$ cat config.mk
export PLATFORM = sky130hd
export DESIGN_NAME = shift_ctrl
export DESIGN_NICKNAME = d
export VERILOG_FILES = /design/src/rtl/shift_ctrl_pkg.sv /design/src/rtl/shift_ctrl_bit_rev8.sv /design/src/rtl/shift_ctrl.sv
export SDC_FILE = /design/constraint.sdc
export NUM_CORES = 1
export LEC_CHECK = 0
export CORE_MARGIN = 5
export CORE_UTILIZATION = 51
export DETAILED_ROUTE_END_ITERATION = 16
export PLACE_DENSITY = 0.85
export SLEW_MARGIN = 20
export SYNTH_ARGS = -nofsm -noshare
export SYNTH_HDL_FRONTEND = slang
export SYNTH_SLANG_ARGS = --single-unit
$ cat constraint.sdc
create_clock -name CLK -period 3.3 [get_ports CLK]
set_clock_uncertainty 0.1 [all_clocks]
set_input_delay 0.33 -clock CLK [delete_from_list [all_inputs] [get_ports CLK]]
set_output_delay 0.33 -clock CLK [all_outputs]
set_load 0.01 [all_outputs]
$ cat src/rtl/shift_ctrl_pkg.sv
// Shared definitions for the shift/rotate sequencer: operation codes, FSM states,
// widths and the effective-amount helper.
package shift_ctrl_pkg;

    localparam int unsigned DATA_W   = 8;
    localparam int unsigned SH_AMT_W = 4;
    localparam int unsigned OP_W     = 2;
    localparam int unsigned ST_W     = 2;
    localparam int unsigned ROT_W    = 3;

    localparam logic [OP_W-1:0] OP_SLL = 2'b00;
    localparam logic [OP_W-1:0] OP_SRL = 2'b01;
    localparam logic [OP_W-1:0] OP_SRA = 2'b10;
    localparam logic [OP_W-1:0] OP_ROR = 2'b11;

    localparam logic [ST_W-1:0] IDLE    = 2'd0;
    localparam logic [ST_W-1:0] PASS1   = 2'd1;
    localparam logic [ST_W-1:0] PASS2   = 2'd2;
    localparam logic [ST_W-1:0] DONE_ST = 2'd3;

    localparam logic [SH_AMT_W-1:0] SH_FULL = 4'd8;

    // First-pass shifter amount: shifts saturate to a full fill, rotates wrap mod 8.
    function automatic logic [SH_AMT_W-1:0] eff_amount(input logic [OP_W-1:0]   op,
                                                       input logic [DATA_W-1:0] amount);
        logic [SH_AMT_W-1:0] amt;
        if (op == OP_ROR) begin
            amt = SH_AMT_W'(amount[ROT_W-1:0]);
        end else if (amount >= DATA_W'(SH_FULL)) begin
            amt = SH_FULL;
        end else begin
            amt = amount[SH_AMT_W-1:0];
        end
        return amt;
    endfunction

endpackage

$ cat src/rtl/shift_ctrl_bit_rev8.sv
// Combinational 8-bit bit reversal used around the right-only shifter.
module bit_rev8
    import shift_ctrl_pkg::*;
(
    input  logic [DATA_W-1:0] din,
    output logic [DATA_W-1:0] dout_c
);

    for (genvar i = 0; i < DATA_W; i++) begin : g_rev
        assign dout_c[i] = din[DATA_W-1-i];
    end

endmodule

$ cat src/rtl/shift_ctrl.sv
// Sequencer that drives a shared combinational right barrel shifter to implement
// sll/srl/sra/ror. SH_* drive is registered so it is stable for the whole pass.
module shift_ctrl
    import shift_ctrl_pkg::*;
(
    input  logic                CLK,
    input  logic                RESET_N,
    input  logic                START,
    input  logic [OP_W-1:0]     OP,
    input  logic [DATA_W-1:0]   DATA_IN,
    input  logic [DATA_W-1:0]   AMOUNT,
    output logic                BUSY,
    output logic                DONE,
    output logic [DATA_W-1:0]   RESULT,
    output logic [DATA_W-1:0]   SH_INDATA,
    output logic [SH_AMT_W-1:0] SH_AMOUNT,
    output logic                SH_S,
    input  logic [DATA_W-1:0]   SH_OUTDATA
);

    logic [ST_W-1:0]     state_q,     state_d;
    logic [OP_W-1:0]     op_q,        op_d;
    logic [DATA_W-1:0]   data_q,      data_d;
    logic [ROT_W-1:0]    n_q,         n_d;
    logic                rev_q,       rev_d;
    logic [DATA_W-1:0]   result_q,    result_d;
    logic                done_q,      done_d;
    logic                busy_q,      busy_d;
    logic [DATA_W-1:0]   sh_indata_q, sh_indata_d;
    logic [SH_AMT_W-1:0] sh_amount_q, sh_amount_d;
    logic                sh_s_q,      sh_s_d;

    logic [DATA_W-1:0]   rev_src_c;
    logic [DATA_W-1:0]   rev_in_c;
    logic [DATA_W-1:0]   rev_out_c;
    logic [DATA_W-1:0]   corrected_c;

    // Input-side reversal sees the live operand while idle, the captured one afterwards.
    assign rev_src_c = (state_q == IDLE) ? DATA_IN : data_q;

    bit_rev8 u_rev_in (
        .din    (rev_src_c),
        .dout_c (rev_in_c)
    );

    bit_rev8 u_rev_out (
        .din    (SH_OUTDATA),
        .dout_c (rev_out_c)
    );

    assign corrected_c = rev_q ? rev_out_c : SH_OUTDATA;

    // Next-state and next-output logic.
    always_comb begin
        state_d     = state_q;
        op_d        = op_q;
        data_d      = data_q;
        n_d         = n_q;
        rev_d       = rev_q;
        result_d    = result_q;
        done_d      = 1'b0;
        sh_indata_d = '0;
        sh_amount_d = '0;
        sh_s_d      = 1'b0;

        case (state_q)
            IDLE: begin
                if (START) begin
                    state_d     = PASS1;
                    op_d        = OP;
                    data_d      = DATA_IN;
                    n_d         = AMOUNT[ROT_W-1:0];
                    sh_amount_d = eff_amount(OP, AMOUNT);
                    rev_d       = 1'b0;
                    case (OP)
                        OP_SLL: begin
                            sh_indata_d = rev_in_c;
                            rev_d       = 1'b1;
                        end
                        OP_SRA: begin
                            sh_indata_d = DATA_IN;
                            sh_s_d      = DATA_IN[DATA_W-1];
                        end
                        default: sh_indata_d = DATA_IN;
                    endcase
                end
            end
            PASS1: begin
                result_d = corrected_c;
                if (op_q == OP_ROR && n_q != '0) begin
                    // Second rotate pass: logical left by 8-n of the original operand.
                    state_d     = PASS2;
                    sh_indata_d = rev_in_c;
                    sh_amount_d = SH_FULL - SH_AMT_W'(n_q);
                    rev_d       = 1'b1;
                end else begin
                    state_d = DONE_ST;
                    done_d  = 1'b1;
                    rev_d   = 1'b0;
                end
            end
            PASS2: begin
                result_d = result_q | corrected_c;
                state_d  = DONE_ST;
                done_d   = 1'b1;
                rev_d    = 1'b0;
            end
            DONE_ST: state_d = IDLE;
            default: state_d = IDLE;
        endcase

        busy_d = (state_d != IDLE);
    end

    always_ff @(posedge CLK or negedge RESET_N) begin
        if (!RESET_N) begin
            state_q     <= IDLE;
            op_q        <= '0;
            data_q      <= '0;
            n_q         <= '0;
            rev_q       <= 1'b0;
            result_q    <= '0;
            done_q      <= 1'b0;
            busy_q      <= 1'b0;
            sh_indata_q <= '0;
            sh_amount_q <= '0;
            sh_s_q      <= 1'b0;
        end else begin
            state_q     <= state_d;
            op_q        <= op_d;
            data_q      <= data_d;
            n_q         <= n_d;
            rev_q       <= rev_d;
            result_q    <= result_d;
            done_q      <= done_d;
            busy_q      <= busy_d;
            sh_indata_q <= sh_indata_d;
            sh_amount_q <= sh_amount_d;
            sh_s_q      <= sh_s_d;
        end
    end

    assign BUSY      = busy_q;
    assign DONE      = done_q;
    assign RESULT    = result_q;
    assign SH_INDATA = sh_indata_q;
    assign SH_AMOUNT = sh_amount_q;
    assign SH_S      = sh_s_q;

endmodule

==> run summary <==
Status - finished, final reports clean
Total number of vias - 1437
RSZ-0062 raised after global routing - false
FF-to-FF path depth - 5
F_max - 459 MHz
Initial antenna violation count - 0
Worst-Skew Late Latency - 0.35 ns
Die height - 69.9 um
Syn_nets - 205
Share of the synthesized area in the top cell type - 53.3%
Final Hold Viols - 0
TritonCTS Sinks - 39
Filler instances - 263
Boundary Pins - 52
Finish-stage setup viols - 0
Routed wire length - 4.14 mm
Root Buffer - clkbuf_4
Die W - 69.9 um
Slew headroom - 43.7%
P_leak - 1.10 nW
Hold path start - data_q[5]
Post-Synthesis Cells - 170
Synth warn - 0
Commonest non-fill, non-tap cell in the layout - clkdlybuf4s50_1
Post-Place Worst Slack - 1.20 ns
Hold Buf Count CTS - 1
GPL Wtd Cong - 0.733
Sum Neg Setup Slack - 0 ns
Post-route clock period utilization - 66.0%
RR Startpoint - state_q[0]
Post-synth EDFFs - 0
Setup crit start kind - register
Design Power - 1.94 mW
Top cells by area, synth - dfrtp_1 53%, mux2_2 9.8%, nand2_1 9.2%
Post-CTS setup buffer count - 0
Max Slew Vio Count - 0
Critical Path RT - 3.46 ns
CP Class - reg -> reg
Final setup margin - 1.12 ns
Most used DFF post-synth - dfrtp_1
Yosys cell types - 27
Initial DRC Count - 38
Pin count of the biggest net entering global routing - 40
Max-cap violation count - 0
Via-per-instance ratio - 5.36
Total grt overflow - 0
Starting Density - 53.6%
Cells on Worst Hold Path - 2
NumNets Final - 256
Total track usage - 17.8%
First drt pass iteration count - 4
Pwr/cell area - 799 mW/mm^2
Clk pin slew, worst setup/hold paths - 0.12 ns
Vias in the first global route - 1491
Post-Syn Area - 0.00183 mm^2
TritonCTS clock tree - done
Hold WC Path Type - reg -> reg
Worst setup EP type - register
Synth async-reset ratio - 100%
Synth Register Bits - 39
Routed length per instance - 15.4 um
Share of cells above drive strength 1 - 12.6%
Worst Max-Slew Pin Slew - 0.844 ns
CTS resizes - 0
HPWL after detailed placement - 3.05 mm
CTS Buffer Depth - 2
CP max FO - 18
Area leader, netlist - dfrtp_1
Mapped Avg Cell Area - 10.8 um^2
First-pass GRT wire length - 6.96 mm
DRC viols - 0
Total die area - 0.00489 mm^2
Crit path arrival time - 2.33 ns
Routed Antenna Nets - 0
Core footprint - 0.00342 mm^2
# diodes - 0
Synth-to-Final Area Change - 32.7%
CP startpoint - state_q[0]
Sequential fraction of the synthesis area - 53.3%
CTS H-tree lvls - 2
Row count - 21
Tmin final - 2.18 ns
Post-layout util - 71.2%
Port buffer count - 51
Num CTS Buffers - 5
Commonest cells after routing, fill and taps aside - 50 x clkdlybuf4s50_1, 45 x nand2_1, 39 x dfrtp_1
Maximum VDD drop - 432 uV
## power by group
part | internal (mW) | total [mW] | switching [mW]
Combinational | 0.470 | 0.894 | 0.425
Sequential | 0.661 | 0.767 | 0.106
Clock | 0.125 | 0.281 | 0.156
## path summary, 6_finish.rpt
check | slack, ns | to
worst min register to register | 0.40 | data_q[5]
worst min-delay path | 0.40 | data_q[5]
worst max register to register | 1.12 | SH_AMOUNT[2]
worst max-delay path | 1.12 | SH_AMOUNT[2]
min in group asynchronous | 0.53 | SH_INDATA[6]
max in group asynchronous | 2.04 | n_q[0]
## registers in the layout (all words and copies together), names as in the netlist, 2 cells and up
| register | flops |
|---|---|
| RESULT | 8 |
| SH_INDATA | 8 |
| data_q | 8 |
| SH_AMOUNT | 4 |
| n_q | 3 |
| op_q | 2 |
| state_q | 2 |
## layer usage
metal	track usage, %	part of all wire, %
met1	20.9	40
met2	29.4	50
met3	6.46	6.7
met4	7.45	2.4
met5	0	0
## cell type report
class	count	area [um^2]	share of cell area (%)
Clock inverter	1	7.51	0.309
Multi-Input combinational cell	117	787	32.4
Tap cell	46	57.6	2.37
Clock buffer	7	65.1	2.68
Timing Repair Buffer	52	515	21.2
Sequential cell	39	976	40.1
Inverter	6	22.5	0.926
## critical path: stages (launching register included)
cell and delay [ns]:
dfrtp_1 0.43, inv_1 0.11, ha_1 0.49, and2_1 0.60, nand2_1 0.14, o21ai_0 0.21
## cell families (layout without fill, tap and decap cells)
family / Yosys count / after routing / share of synthesized area [%]
flops: 39 / 39 / 53.3
compound gates: 29 / 29 / 10.2
buf+inv: 14 / 66 / 3.76
mux: 25 / 25 / 15.0
simple gates: 57 / 57 / 13.6
fa+ha+maj: 6 / 6 / 4.10
## cell usage after synthesis, types with 2 or more instances
master	count
dfrtp_1	39
clkbuf_1	2
inv_1	6
nand2_1	45
mux2i_1	8
a21oi_1	3
ha_1	6
o21ai_0	13
nor3_1	3
nor2_1	2
buf_2	4
mux2_2	16
a22o_1	9
## stage by stage
stage          instances  instance area (um^2)  hold slack, ns
2_1_floorplan        170                  1830         -0.0656
3_3_place_gp         259                  2350           0.355
3_5_place_dp         259                  2350           0.365
4_1_cts              268                  2430           0.398
5_1_grt              268                  2430           0.434
6_report             268                  2430           0.401
(Power assumes the default switching activity.)
